--- src/rtl/ram_arb_pkg.sv ---
// Shared types and constants for the two-port RAM arbiter.
package ram_arb_pkg;

  typedef enum logic [1:0] {
    IDLE,
    ISSUE,
    WAIT,
    RESP
  } arb_state_e;

  localparam logic PORT_CPU = 1'b0;
  localparam logic PORT_DMA = 1'b1;

  localparam int MASK_W = 2;

  localparam int RD_LAT_MIN = 1;
  localparam int RD_LAT_MAX = 4;
  // Wide enough to hold RD_LAT_MAX-1.
  localparam int CNT_W = 2;

endpackage

--- src/rtl/rr_arbiter2.sv ---
// Combinational round-robin winner select for two requesters.
// With RAM_ARB_LOCK_EN defined, a locked last winner blocks the other port.
module rr_arbiter2
  import ram_arb_pkg::*;
(
  input  logic req0,
  input  logic req1,
  input  logic last_winner,
`ifdef RAM_ARB_LOCK_EN
  input  logic lock0,
  input  logic lock1,
`endif
  output logic valid,
  output logic winner
);

  logic elig0;
  logic elig1;

  always_comb begin
    elig0 = req0;
    elig1 = req1;
`ifdef RAM_ARB_LOCK_EN
    if (last_winner == PORT_DMA && lock1) elig0 = 1'b0;
    if (last_winner == PORT_CPU && lock0) elig1 = 1'b0;
`endif
    valid = elig0 | elig1;
    if (elig0 && elig1) begin
      winner = ~last_winner;
    end else if (elig1) begin
      winner = PORT_DMA;
    end else begin
      winner = PORT_CPU;
    end
  end

endmodule

--- src/rtl/ram_port_arbiter.sv ---
// Shares one RAM port between the CPU (port 0) and a DMA/loader (port 1).
// Optional RAM_ARB_LOCK_EN adds p0_lock/p1_lock for atomic sequences.
module ram_port_arbiter
  import ram_arb_pkg::*;
#(
  parameter int RD_LATENCY = 1,
  parameter int ADDR_W     = 32
) (
  input  logic              clk,
  input  logic              reset,
  input  logic              p0_req,
  input  logic              p0_we,
  input  logic [ADDR_W-1:0] p0_addr,
  input  logic [MASK_W-1:0] p0_mask,
  input  logic              p0_signed_ext,
  input  logic [31:0]       p0_wdata,
  input  logic              p1_req,
  input  logic              p1_we,
  input  logic [ADDR_W-1:0] p1_addr,
  input  logic [MASK_W-1:0] p1_mask,
  input  logic              p1_signed_ext,
  input  logic [31:0]       p1_wdata,
`ifdef RAM_ARB_LOCK_EN
  input  logic              p0_lock,
  input  logic              p1_lock,
`endif
  output logic              p0_gnt,
  output logic              p1_gnt,
  output logic              p0_rvalid,
  output logic              p1_rvalid,
  output logic [31:0]       p0_rdata,
  output logic [31:0]       p1_rdata,
  output logic              ram_en,
  output logic              ram_we,
  output logic [ADDR_W-1:0] ram_addr,
  output logic [MASK_W-1:0] ram_mask,
  output logic              ram_signed_ext,
  output logic [31:0]       ram_wdata,
  input  logic [31:0]       ram_rdata
);

  localparam logic [CNT_W-1:0] CNT_LOAD = CNT_W'(RD_LATENCY - 1);

  if (RD_LATENCY < RD_LAT_MIN || RD_LATENCY > RD_LAT_MAX) begin : g_bad_rd_latency
    $error("ram_port_arbiter: RD_LATENCY must be within 1..4");
  end

  arb_state_e       state_q;
  arb_state_e       state_d;
  logic             winner_q;
  logic             last_winner_q;
  logic             we_q;
  logic [CNT_W-1:0] cnt_q;
  logic             arb_valid;
  logic             arb_winner;

  rr_arbiter2 u_rr_arbiter2 (
    .req0        (p0_req),
    .req1        (p1_req),
    .last_winner (last_winner_q),
`ifdef RAM_ARB_LOCK_EN
    .lock0       (p0_lock),
    .lock1       (p1_lock),
`endif
    .valid       (arb_valid),
    .winner      (arb_winner)
  );

  // Fields are latched only on a win, so ram_* hold until the next access.
  always_ff @(posedge clk or posedge reset) begin
    if (reset) begin
      state_q        <= IDLE;
      winner_q       <= PORT_CPU;
      last_winner_q  <= PORT_DMA;
      we_q           <= 1'b0;
      cnt_q          <= '0;
      ram_addr       <= '0;
      ram_mask       <= '0;
      ram_signed_ext <= 1'b0;
      ram_wdata      <= '0;
      p0_rdata       <= '0;
      p1_rdata       <= '0;
    end else begin
      state_q <= state_d;
      case (state_q)
        IDLE: begin
          if (arb_valid) begin
            winner_q      <= arb_winner;
            last_winner_q <= arb_winner;
            if (arb_winner == PORT_DMA) begin
              we_q           <= p1_we;
              ram_addr       <= p1_addr;
              ram_mask       <= p1_mask;
              ram_signed_ext <= p1_signed_ext;
              ram_wdata      <= p1_wdata;
            end else begin
              we_q           <= p0_we;
              ram_addr       <= p0_addr;
              ram_mask       <= p0_mask;
              ram_signed_ext <= p0_signed_ext;
              ram_wdata      <= p0_wdata;
            end
          end
        end
        ISSUE: cnt_q <= CNT_LOAD;
        WAIT: begin
          // RAM data is only valid on the last WAIT cycle.
          if (cnt_q == '0) begin
            if (winner_q == PORT_DMA) p1_rdata <= ram_rdata;
            else                      p0_rdata <= ram_rdata;
          end else begin
            cnt_q <= cnt_q - 1'b1;
          end
        end
        default: ;
      endcase
    end
  end

  always_comb begin
    state_d   = state_q;
    p0_gnt    = 1'b0;
    p1_gnt    = 1'b0;
    p0_rvalid = 1'b0;
    p1_rvalid = 1'b0;
    ram_en    = 1'b0;
    ram_we    = 1'b0;
    case (state_q)
      IDLE: begin
        if (arb_valid) state_d = ISSUE;
      end
      ISSUE: begin
        state_d = WAIT;
        ram_en  = 1'b1;
        ram_we  = we_q;
        p0_gnt  = (winner_q == PORT_CPU);
        p1_gnt  = (winner_q == PORT_DMA);
      end
      WAIT: begin
        if (cnt_q == '0) state_d = RESP;
      end
      RESP: begin
        state_d   = IDLE;
        p0_rvalid = (winner_q == PORT_CPU);
        p1_rvalid = (winner_q == PORT_DMA);
      end
      default: state_d = IDLE;
    endcase
  end

endmodule

--- config.mk ---
export PLATFORM = sky130hd
export DESIGN_NAME = ram_port_arbiter
export DESIGN_NICKNAME = d
export VERILOG_FILES = /design/src/rtl/ram_arb_pkg.sv /design/src/rtl/rr_arbiter2.sv /design/src/rtl/ram_port_arbiter.sv
export SDC_FILE = /design/constraint.sdc
export NUM_CORES = 1
export LEC_CHECK = 0
export ABC_AREA = 1
export CAP_MARGIN = 20
export CORE_MARGIN = 1.5
export CORE_UTILIZATION = 45
export CTS_CLUSTER_SIZE = 8
export DETAILED_ROUTE_END_ITERATION = 8
export PLACE_DENSITY = 0.95
export SYNTH_ARGS = -nofsm -noshare
export SYNTH_HDL_FRONTEND = slang
export SYNTH_SLANG_ARGS = --single-unit
--- constraint.sdc ---
create_clock -name clk -period 7.2 [get_ports clk]
set_clock_uncertainty 0.2 [all_clocks]
set_input_delay 1.08 -clock clk [delete_from_list [all_inputs] [get_ports clk]]
set_output_delay 1.08 -clock clk [all_outputs]
set_load 0.1 [all_outputs]
==> results.yml, run 1 <==
status:
  status: "completed"
route:
  drtIter0Drc: 436
  drc: 0
  dr_wl_met3_mm: 1.41
  antenna_left: 0
  wl_per_cell_um: 15.1
  wl_met2_mm: 10.3
  topRoutingLayerUsed: "met4"
  vias: 6756
  drt-met1-wl_mm: 7.84
  viasPerCell: 4.97
  first_pass_iters: 6
  routed_wl_mm: 20.5
cts:
  cts_root_buffer: "clkbuf_16"
  clock-sinks: 138
  htreeDepth: 4
  clock_latency_ns: 0.42
  hold_buffers: 0
  clkTransAtPathRegs_ns: 0.06
  numCtsBuffers: 17
  cts_tree: "built"
  cts_setup_buffers: 0
  post_cts_resized: 0
  clk_path_buf_depth: 2
global_routing:
  grt_max_degree: 81
  antenna_found_initial: 0
  grt_pass1_vias: 6634
  grt_first_pass_wirelength_mm: 32.5
  overflow: 0
  grtUsageTotal_pct: 26.5
timing:
  fin_crit_sh_pct: 52.9
  finalHoldViolations: 0
  worst_pin_slew_ns: 1.03
  fmax_mhz: 263
  rsz0062_at_grt: "no"
  max_slew_margin_pct: 30.9
  setup_viol: 0
  hold_ws_ns: 0.273
  fin_crit_ns: 3.81
  finalSetupTns_ns: 0
  drv_slew: 0
yosys:
  synthFlopType: "dfrtp_1"
  syn_inst: 874
  synth_edf_count: 0
  ys_seq_elements: 138
  synth-seq-area-share_pct: 52.1
  syn_area_um2: 6630
  synth.distinct_cells: 18
  ys_warn_count: 0
  async_flop_share_pct: 100
  syn_area_per_cell_um2: 7.58
  syn-num-nets: 1053
die:
  fp.dieArea_um2: 15500
  num_rows: 44
  die_h_um: 124
  core-area_um2: 14500
  io_pins: 309
  die_w_um: 124
  initial_core_util_pct: 45.8
final_layout:
  n_antenna_cell: 0
  area_growth_syn_to_layout_pct: 57.2
  layout-drive-gt1-share_pct: 4.43
  fin_cells: 1359
  nNetsFinal: 1341
setup_path:
  crit_path_max_fanout: 4
  crit_path_end_kind: "output port"
  reg2reg_slack_ns: 4.53
  worstPathRequired_ns: 5.92
  r2r-start: "state_q[1]$_DFFE_PP0P_"
  cp-start-kind: "register"
  worstSetupPathType: "register to output port"
  arrival_ns: 2.53
  reg2reg_depth: 9
  r2r_end: "ram_mask[1]$_DFFE_PP0P_"
hold_path:
  min_to: "last_winner_q$_DFFE_PP1P_"
  hold_class: "register to register"
  holdPathStages: 2
  worstHoldStart: "last_winner_q$_DFFE_PP1P_"
placement:
  io_buffers: 308
  dp_cells: 1324
  gp_congestion: 0.833
  place.detailed.hpwl_mm: 14.1
run:
  maxCapViolations: 0
## how the worst max path moves through the flow
stage                           startpoint                  endpoint  cells after the start
floorplan                            reset      cnt_q[0]$_DFFE_PP0P_                      1
global placement                    p1_req  ram_wdata[6]$_DFFE_PP0P_                      8
detailed placement                  p1_req   ram_addr[9]$_DFFE_PP0P_                      8
CTS                 state_q[1]$_DFFE_PP0P_                    p0_gnt                      5
global route        state_q[1]$_DFFE_PP0P_                    p0_gnt                      5
finish              state_q[1]$_DFFE_PP0P_                    p0_gnt                      5
## cell families (layout without fill, tap and decap cells)
family	after synthesis	after routing	synth area share, %
compound gates	67	67	5.08
fa+ha+maj	7	7	1.32
buf+inv	231	532	13.9
flops	138	138	52.1
simple gates	431	431	27.5
## worst max-delay path, stage by stage, from the launching register on
cell	delay (ns)
dfrtp_1	0.43
inv_1	0.15
ha_1	0.21
inv_1	0.05
nor2_1	0.11
clkdlybuf4s50_1	1.17
## registers in the layout, indices dropped and copies added, names as in the netlist
signal and count:
p0_rdata 32, ram_addr 32, ram_signed_ext 1, last_winner_q 1, cnt_q 2, winner_q 1
state_q 2, ram_mask 2, we_q 1, ram_wdata 32, p1_rdata 32
## cells in the mapped netlist (7+ instances only)
master | instances | area, µm²
clkbuf_1 | 13 | 48.8
buf_4 | 8 | 60.1
buf_1 | 7 | 26.3
o21ai_0 | 66 | 330
dfrtp_1 | 137 | 3430
buf_2 | 20 | 100
nand2_1 | 283 | 1060
ha_1 | 7 | 87.6
inv_1 | 181 | 679
nand3_1 | 140 | 701
## layout by cell type (no fill, tap or decap), types with 4 or more instances in the layout
cell type / instances
clkdlybuf4s50_1: 307
nand2_1: 282
inv_1: 180
nand3_1: 140
dfrtp_1: 137
o21ai_0: 66
clkbuf_16: 17
ha_1: 7
buf_4: 5
inv_6: 4
clkinvlp_4: 4
## cell type report
class                   instances  area, µm²
clock buffers                  19        443
clock inverters                13        144
fillers                      1019       4060
inverters                     183        692
multi-input cells             505       2250
flip-flops and latches        138       3450
well taps                     184        230
repair buffers                317       3200
## layer usage
metal	global-route usage, %	vias to the layer above
li1	-	3210
met1	30.6	3131
met2	46.0	342
met3	5.28	73
met4	14.6	0
met5	0	-
## through the flow
| step | setup WS (ns) | cell area [µm²] | utilization [%] |
|---|---|---|---|
| 2_1_floorplan | 2.23 | 6630 | - |
| 3_3_place_gp | 3.40 | 9740 | 67.3 |
| 3_5_place_dp | 3.31 | 9760 | 67.4 |
| 4_1_cts | 3.36 | 10400 | 71.5 |
| 5_1_grt | 3.24 | 10400 | 72.0 |
| 6_report | 3.39 | 10400 | 72.0 |
Power of run 1 is not shown: default switching activity piles up to over one toggle a cycle in this logic, so the estimate is an artifact.
==> run 2: changes to the inputs <==
Settings changed: CORE_UTILIZATION 45 to 38, PLACE_DENSITY 0.95 to 0.87.
Clock period 7.2 ns to 3.1 ns, I/O delays scaled along.
==> run 2 against run 1 <==
  * Sequential cell count is the same
  * First-iteration DRC count shrank 8.9%
  * Global-route usage shrank 4.0 points
  * Hold slack gained 0.0069 ns
  * Final cell count grew 3.2%
==> results.yml, run 2 (synthesis results as in run 1) <==
status:
  status: "completed"
final_layout:
  area_growth_syn_to_layout_pct: 53.4
  final_area_um2: 10200
  final_common_cell: "nand2_1"
  mostFrequentLayoutCells: "nand2_1 (282), inv_1 (180), clkdlybuf4s50_1 (170)"
  nNetsFinal: 1344
  n_antenna_cell: 0
  layout-drive-gt1-share_pct: 16.3
timing:
  max_slew_margin_pct: 47.4
  finalHoldViolations: 0
  rsz0062_at_grt: "no"
  fin_crit_sh_pct: 76.1
  finalSetupTns_ns: 0
  setup_viol: 0
  worst_pin_slew_ns: 0.789
  fin_crit_ns: 2.36
  drv_slew: 0
  fmax_mhz: 424
die:
  core-area_um2: 17200
  io_pins: 309
  die_w_um: 135
  fp.dieArea_um2: 18200
  num_rows: 48
  die_h_um: 135
  initial_core_util_pct: 38.6
route:
  vias: 6654
  drc: 0
  antenna_left: 0
  viasPerCell: 4.75
  routed_wl_mm: 20.6
  wl_per_cell_um: 14.7
  drtIter0Drc: 397
  first_pass_iters: 5
cts:
  cts_root_buffer: "clkbuf_16"
  numCtsBuffers: 17
  post_cts_resized: 0
  clk_path_buf_depth: 2
  hold_buffers: 0
  cts_setup_buffers: 0
  htreeDepth: 4
  clock-sinks: 138
  clock_latency_ns: 0.40
  clkTransAtPathRegs_ns: 0.06
  cts_tree: "built"
global_routing:
  antenna_found_initial: 0
  grt_pass1_vias: 6494
  grt_first_pass_wirelength_mm: 32.0
  grtUsageTotal_pct: 22.4
  grt_max_degree: 71
  overflow: 0
hold_path:
  min_to: "ram_addr[21]$_DFFE_PP0P_"
  worstHoldStart: "ram_addr[21]$_DFFE_PP0P_"
  hold_class: "register to register"
  holdPathStages: 2
setup_path:
  crit_path_end_kind: "output port"
  cp-start-kind: "register"
  reg2reg_slack_ns: 0.95
  r2r_end: "ram_addr[1]$_DFFE_PP0P_"
  cp-startpoint: "state_q[1]$_DFFE_PP0P_"
  reg2reg_depth: 7
  crit_path_max_fanout: 4
  arrival_ns: 1.70
  r2r-start: "state_q[0]$_DFFE_PP0P_"
  worstPathRequired_ns: 2.43
  worstSetupPathType: "register to output port"
placement:
  place_area_um2: 9550
  io_buffers: 308
  place.detailed.hpwl_mm: 14.6
  gp_congestion: 0.859
run:
  maxCapViolations: 0
## run 2: area by class of cell
class,instances,area [µm²]
clock buffers,17,425
clock inverters,14,184
fillers,1521,7010
inverters,183,691
multi-input cells,505,2250
flip-flops and latches,138,3450
well taps,225,282
repair buffers,320,2880
## run 2: per-layer routing
metal	wire [µm]	global-route usage [%]	up-vias
li1	-	-	3213
met1	8380	27.0	3123
met2	10500	38.7	261
met3	1080	3.94	57
met4	687	11.1	0
met5	0	0	-
## run 2: worst max-delay path by stage
stage	endpoint	slack, ns
detailed placement	ram_addr[1]$_DFFE_PP0P_	0.72
finish	p0_gnt	0.74
global placement	ram_addr[1]$_DFFE_PP0P_	0.75
CTS	p0_gnt	0.73
floorplan	p0_gnt	0.46
global route	p0_gnt	0.65
## run 2: per-stage QoR
step                      cells  util (%)  setup WS, ns  hold slack [ns]
final                      1402      59.2         0.740            0.280
after global routing       1402      59.2         0.650            0.297
after CTS                  1402      59.2         0.733            0.283
after detailed placement   1371      55.6         0.718            0.266
after global placement     1371      55.6         0.749            0.263
after floorplan             874         -         0.459            0.242
## run 2: critical path, cell delays in order, from the launching register on
cell     delay (ns)
dfrtp_1        0.41
inv_1          0.14
ha_1           0.21
inv_1          0.05
nor2_1         0.16
buf_4          0.33
Power of run 2 is left out for the same reason.
